==> config.mk <==
export PLATFORM = sky130hd
export DESIGN_NAME = branch_feedback_tracker
export DESIGN_NICKNAME = d
export VERILOG_FILES = /design/src/rtl/branch_feedback_tracker.sv
export SDC_FILE = /design/constraint.sdc
export NUM_CORES = 1
export LEC_CHECK = 0
export CORE_MARGIN = 4
export CORE_UTILIZATION = 49
export DETAILED_ROUTE_END_ITERATION = 12
export MAX_ROUTING_LAYER = met4
export PLACE_DENSITY = 0.77
export SYNTH_ARGS = -nofsm -noshare
export SYNTH_HDL_FRONTEND = slang
export SYNTH_SLANG_ARGS = --single-unit
==> constraint.sdc <==
create_clock -name clk -period 12.9 [get_ports clk]
set_input_delay 1.29 -clock clk [delete_from_list [all_inputs] [get_ports clk]]
set_output_delay 1.29 -clock clk [all_outputs]
set_load 0.01 [all_outputs]
==> src/rtl/branch_feedback_tracker.sv <==
// In-order tracker of issued branch predictions. It returns feedback to the predictor and raises mispredict redirects.
// Build option BRANCH_FB_STATS_EN adds counters for resolved branches and mispredicts.

`ifndef ADDR_WIDTH
`define ADDR_WIDTH 32
`endif

package mips_core_pkg;
  typedef enum logic {
    NOT_TAKEN = 1'b0,
    TAKEN     = 1'b1
  } BranchOutcome;
endpackage

module branch_feedback_tracker
  import mips_core_pkg::*;
#(
  parameter  int DEPTH = 8,
  localparam int PTR_W = $clog2(DEPTH)
) (
  input  logic                   clk,
  input  logic                   rst_n,
  input  logic                   i_alloc_valid,
  input  logic [`ADDR_WIDTH-1:0] i_alloc_pc,
  input  logic [`ADDR_WIDTH-1:0] i_alloc_target,
  input  BranchOutcome           i_alloc_prediction,
  output logic                   o_alloc_ready,
  input  logic                   i_res_valid,
  input  BranchOutcome           i_res_outcome,
  input  logic                   i_flush,
  output logic                   o_fb_valid,
  output logic [`ADDR_WIDTH-1:0] o_fb_pc,
  output BranchOutcome           o_fb_prediction,
  output BranchOutcome           o_fb_outcome,
  output logic                   o_redirect_valid,
  output logic [`ADDR_WIDTH-1:0] o_redirect_pc,
  output logic [PTR_W:0]         o_count,
`ifdef BRANCH_FB_STATS_EN
  output logic [31:0]            o_stat_resolved,
  output logic [31:0]            o_stat_mispredict,
`endif
  output logic                   o_underflow
);

  typedef logic [`ADDR_WIDTH-1:0] addr_t;

  typedef struct packed {
    addr_t        pc;
    addr_t        target;
    BranchOutcome prediction;
  } entry_t;

  localparam logic [PTR_W:0] FULL_COUNT = (PTR_W+1)'(DEPTH);

  entry_t           mem_q [DEPTH];
  entry_t           head_entry;

  logic [PTR_W-1:0] head_q, head_d;
  logic [PTR_W-1:0] tail_q, tail_d;
  logic [PTR_W:0]   count_q, count_d;

  logic             fb_valid_q, fb_valid_d;
  addr_t            fb_pc_q, fb_pc_d;
  BranchOutcome     fb_prediction_q, fb_prediction_d;
  BranchOutcome     fb_outcome_q, fb_outcome_d;
  logic             redirect_valid_q, redirect_valid_d;
  addr_t            redirect_pc_q, redirect_pc_d;
  logic             underflow_q, underflow_d;

  logic             res_fire;
  logic             mispredict;
  logic             alloc_fire;

  // No bypass: readiness depends only on the registered occupancy.
  assign o_alloc_ready = (count_q != FULL_COUNT);

  always_comb begin
    // NOTE: every signal written here gets a value on every path, so no latch is inferred.
    head_entry = mem_q[head_q];
    res_fire   = i_res_valid && (count_q != '0);
    mispredict = res_fire && (head_entry.prediction != i_res_outcome);
    alloc_fire = i_alloc_valid && o_alloc_ready && !mispredict && !i_flush;

    head_d = head_q + PTR_W'(res_fire);

    if (mispredict || i_flush) begin
      // The younger entries are discarded: the queue restarts empty at the new head.
      tail_d  = head_d;
      count_d = '0;
    end else begin
      tail_d  = tail_q + PTR_W'(alloc_fire);
      count_d = count_q + (PTR_W+1)'(alloc_fire) - (PTR_W+1)'(res_fire);
    end

    fb_valid_d      = res_fire;
    fb_pc_d         = fb_pc_q;
    fb_prediction_d = fb_prediction_q;
    fb_outcome_d    = fb_outcome_q;
    if (res_fire) begin
      fb_pc_d         = head_entry.pc;
      fb_prediction_d = head_entry.prediction;
      fb_outcome_d    = i_res_outcome;
    end

    redirect_valid_d = mispredict;
    redirect_pc_d    = redirect_pc_q;
    if (mispredict) begin
      redirect_pc_d = (i_res_outcome == TAKEN) ? head_entry.target
                                               : head_entry.pc + addr_t'(4);
    end

    underflow_d = underflow_q || (i_res_valid && (count_q == '0));
  end

  // NOTE: sequential state uses non-blocking assignments so all flops sample pre-edge values.
  always_ff @(posedge clk) begin
    if (!rst_n) begin
      head_q           <= '0;
      tail_q           <= '0;
      count_q          <= '0;
      fb_valid_q       <= 1'b0;
      fb_pc_q          <= '0;
      fb_prediction_q  <= NOT_TAKEN;
      fb_outcome_q     <= NOT_TAKEN;
      redirect_valid_q <= 1'b0;
      redirect_pc_q    <= '0;
      underflow_q      <= 1'b0;
    end else begin
      head_q           <= head_d;
      tail_q           <= tail_d;
      count_q          <= count_d;
      fb_valid_q       <= fb_valid_d;
      fb_pc_q          <= fb_pc_d;
      fb_prediction_q  <= fb_prediction_d;
      fb_outcome_q     <= fb_outcome_d;
      redirect_valid_q <= redirect_valid_d;
      redirect_pc_q    <= redirect_pc_d;
      underflow_q      <= underflow_d;
    end
  end

  // NOTE: entry storage is not reset; the pointers and count keep stale entries unobservable.
  always_ff @(posedge clk) begin
    if (alloc_fire) begin
      mem_q[tail_q] <= '{pc: i_alloc_pc, target: i_alloc_target, prediction: i_alloc_prediction};
    end
  end

`ifdef BRANCH_FB_STATS_EN
  logic [31:0] stat_resolved_q, stat_resolved_d;
  logic [31:0] stat_mispredict_q, stat_mispredict_d;

  always_comb begin
    stat_resolved_d   = stat_resolved_q + 32'(res_fire);
    stat_mispredict_d = stat_mispredict_q + 32'(mispredict);
  end

  always_ff @(posedge clk) begin
    if (!rst_n) begin
      stat_resolved_q   <= '0;
      stat_mispredict_q <= '0;
    end else begin
      stat_resolved_q   <= stat_resolved_d;
      stat_mispredict_q <= stat_mispredict_d;
    end
  end

  assign o_stat_resolved   = stat_resolved_q;
  assign o_stat_mispredict = stat_mispredict_q;
`endif

  assign o_fb_valid       = fb_valid_q;
  assign o_fb_pc          = fb_pc_q;
  assign o_fb_prediction  = fb_prediction_q;
  assign o_fb_outcome     = fb_outcome_q;
  assign o_redirect_valid = redirect_valid_q;
  assign o_redirect_pc    = redirect_pc_q;
  assign o_count          = count_q;
  assign o_underflow      = underflow_q;

endmodule

==> flow_summary.json <==
{
  "coreArea_sq_um": 47000,
  "antenna_found_initial": 11,
  "synthesis.area_sq_um": 23400,
  "first_pass_iters": 5,
  "htreeDepth": 2,
  "cts_hold_buf": 0,
  "grt_use_total_pct": 20.6,
  "ys.flop_type": "edfxtp_1",
  "crit_family": "simple AND/OR/NAND/NOR gates",
  "max_stage_delay_ps": 980,
  "dpl.hpwl_um": 30700,
  "start_util_pct": 49.9,
  "synth-seq-cells": 599,
  "hp-class": "reg2reg",
  "slew_headroom_pct": 25.2,
  "crit_path_cell_trace": "clkdlybuf4s50_1 -> a21boi_4 -> buf_4 -> nand2_1 -> nor2_1 -> nand2_1 -> o21ai_0",
  "die_h_um": 227,
  "ioPinCount": 145,
  "cts_buffers": 56,
  "fin_tns_setup_ps": 0,
  "grt_overflow": 0,
  "startpoint_type": "input pin",
  "synth_top_cell_by_area": "edfxtp_1",
  "n_fill_cell": 3324,
  "worstMarginPinSlew_ps": 1090,
  "synth.area.mux_share_pct": 15.8,
  "drive_gt1_share_pct": 18.7,
  "grt_max_degree": 82,
  "synth_edf_count": 520,
  "placement_rows": 79,
  "synthDistinctLibCells": 59,
  "netlist_instances": 1194,
  "hold_path_depth": 1,
  "synth_top_family_by_area": "multiplexers",
  "tritoncts": "built",
  "layout.nets": 1444,
  "via_per_inst": 5.91,
  "cp_data_required_time_ps": 13390,
  "fmax_mhz": 225,
  "netlist.area_leader.share_pct": 66.6,
  "synthSimpleGateAreaFrac_pct": 3.81,
  "clock_skew_ps": 21.0,
  "status": "complete, no violations",
  "crit_slowest_cell": "nor2_1",
  "vias": 12000,
  "fin_crit_sh_pct": 34.4,
  "syn_nets": 1277,
  "wl_um": 51200,
  "multi_input_area_sq_um": 5890,
  "synth_area_leaders": "edfxtp_1, mux4_2, dfxtp_1",
  "rsz0062_at_grt": "no",
  "clock_latency_ps": 580,
  "port_buffers": 144,
  "placed_area_sq_um": 25600,
  "crit_top_cell": "nand2_1",
  "synth-xor-area-share_pct": 1.12,
  "path_clk_slew_ps": 60,
  "die_w_um": 227,
  "postLayoutCellArea_sq_um": 27300,
  "ant_nets": 0,
  "synth.most_common_cell": "edfxtp_1",
  "grt_pass1_vias": 12100,
  "area_delta_synth_final_pct": 16.5,
  "cts-resized-gates": 0,
  "path_depth": 7,
  "powerDensity_nw_per_um2": 175,
  "grt_first_pass_wirelength_um": 76300,
  "drt-initial-drc-count": 1296,
  "hold_viol_final": 0,
  "slew_violations": 0,
  "place.gp.congestion": 0.880,
  "met1_usage_pct": 27.5,
  "drcViolationCount": 0,
  "grtUsageMet2_pct": 32.2,
  "yosysSeqAreaShare_pct": 73.3,
  "design.die.area_sq_um": 51400,
  "netlist_top_cells_count": "edfxtp_1, mux4_2, dfxtp_1, nand2_1, mux2i_1",
  "synth_compound_area_share_pct": 3.46,
  "finalSetupViolCount": 0,
  "avgSynthCellArea_sq_um": 19.6,
  "async_reset_ff_share_pct": 0,
  "worstSetupEndpointType": "flip-flop",
  "use_met3_pct": 5.24,
  "max_cap_violations": 0,
  "cts_setup_buffers": 0,
  "r2r_cells": 8,
  "yosysWarnings": 0,
  "leakagePower_nw": 8.80,
  "cts.sink_count": 599,
  "worstSetupPathType": "in2reg",
  "seq_area_sq_um": 17200,
  "gr-max-usage-layer": "met2",
  "cts_buffer_depth": 3,
  "synthAdderAreaFrac_pct": 0.672,
  "worst-path-max-fanout": 72,
  "worstPathArrival_ps": 4930,
  "irDropWorstVdd_mv": 0.0884,
  "cts_root_buffer": "clkbuf_16",
  "wl_per_cell_um": 25.3,
  "critPathBufInv": 2,
  "period_minus_slack_ps": 4440
}
## layout by cell type (no fill, tap or decap), types with 13 or more instances in the layout
| cell type | instances |
|---|---|
| edfxtp_1 | 520 |
| clkdlybuf4s50_1 | 142 |
| mux4_2 | 116 |
| dfxtp_1 | 76 |
| nand2_1 | 71 |
| mux2i_1 | 61 |
| clkbuf_16 | 57 |
| o211a_1 | 33 |
| buf_4 | 30 |
| nand3_1 | 20 |
| xnor2_1 | 17 |
| a21oi_1 | 17 |
| o21ai_0 | 16 |
| mux4_1 | 14 |
| o211ai_1 | 14 |
| clkinv_2 | 14 |
| nor2_1 | 13 |
| xor2_1 | 13 |
## through the flow
stage	util, %	hold slack (ps)	cells	setup WS [ps]	total power, mW
floorplan	-	488	1194	3380	2.93
global placement	54.4	473	1910	8110	3.26
detailed placement	54.4	486	1910	8000	3.29
CTS	58.1	500	2013	8380	4.82
global route	58.2	523	2024	8130	4.98
finish	58.2	498	2024	8460	4.79
## state kept, by name (all words and copies together), names as in the netlist
name              flops
o_underflow           1
o_fb_valid            1
mem_q               520
o_redirect_pc        32
o_redirect_valid      1
tail_q                3
o_count               4
o_fb_outcome          1
o_fb_prediction       1
head_q                3
o_fb_pc              32
## layout make-up
type | count | area share (%)
clock inverters | 29 | 0.733
flip-flops and latches | 599 | 63.0
well taps | 607 | 2.78
repair buffers | 174 | 6.06
diodes | 11 | 0.101
multi-input cells | 519 | 21.5
inverters | 11 | 0.151
clock buffers | 74 | 5.64
## routing by layer
metal | share of wire, % | up-vias
li1 | - | 5211
met5 | 0 | -
met2 | 49 | 566
met4 | 2.1 | 0
met3 | 9.5 | 78
met1 | 39 | 6102
## logic make-up after synthesis
| group | after synthesis |
|---|---|
| buffers and inverters | 76 |
| AO/OA/AOI/OAI | 106 |
| AND/OR/NAND/NOR | 171 |
| XOR/XNOR | 30 |
| adder cells (fa/ha/maj) | 12 |
| multiplexers | 200 |
| flip-flops | 599 |
## final timing paths
| check | slack (ps) | endpoint | from |
|---|---|---|---|
| max reg2reg | 8460 | mem_q[2][51] | head_q[0] |
| min reg2reg | 500 | o_fb_pc[26] | o_fb_pc[26] |
| min | 500 | o_fb_pc[26] | o_fb_pc[26] |
| max | 8460 | o_redirect_pc[18] | i_res_valid |
## worst register-to-register path, delay by kind of cell, from the launching register on
kind                      cells  cell delay [ps]
AOI/OAI and AO/OA             1              370
xor gates and xnor gates      1              200
buffers and inverters         2             1110
DFF                           1              860
muxes                         2              910
and+or+nand+nor               2              580
## where the power goes
group          internal [mW]  switching [mW]  total, mW
clock                  0.878           0.670       1.55
combinational          0.443           0.470      0.913
sequential              2.23           0.100       2.33
total                   3.55            1.24       4.79
(Power assumes the default switching activity.)
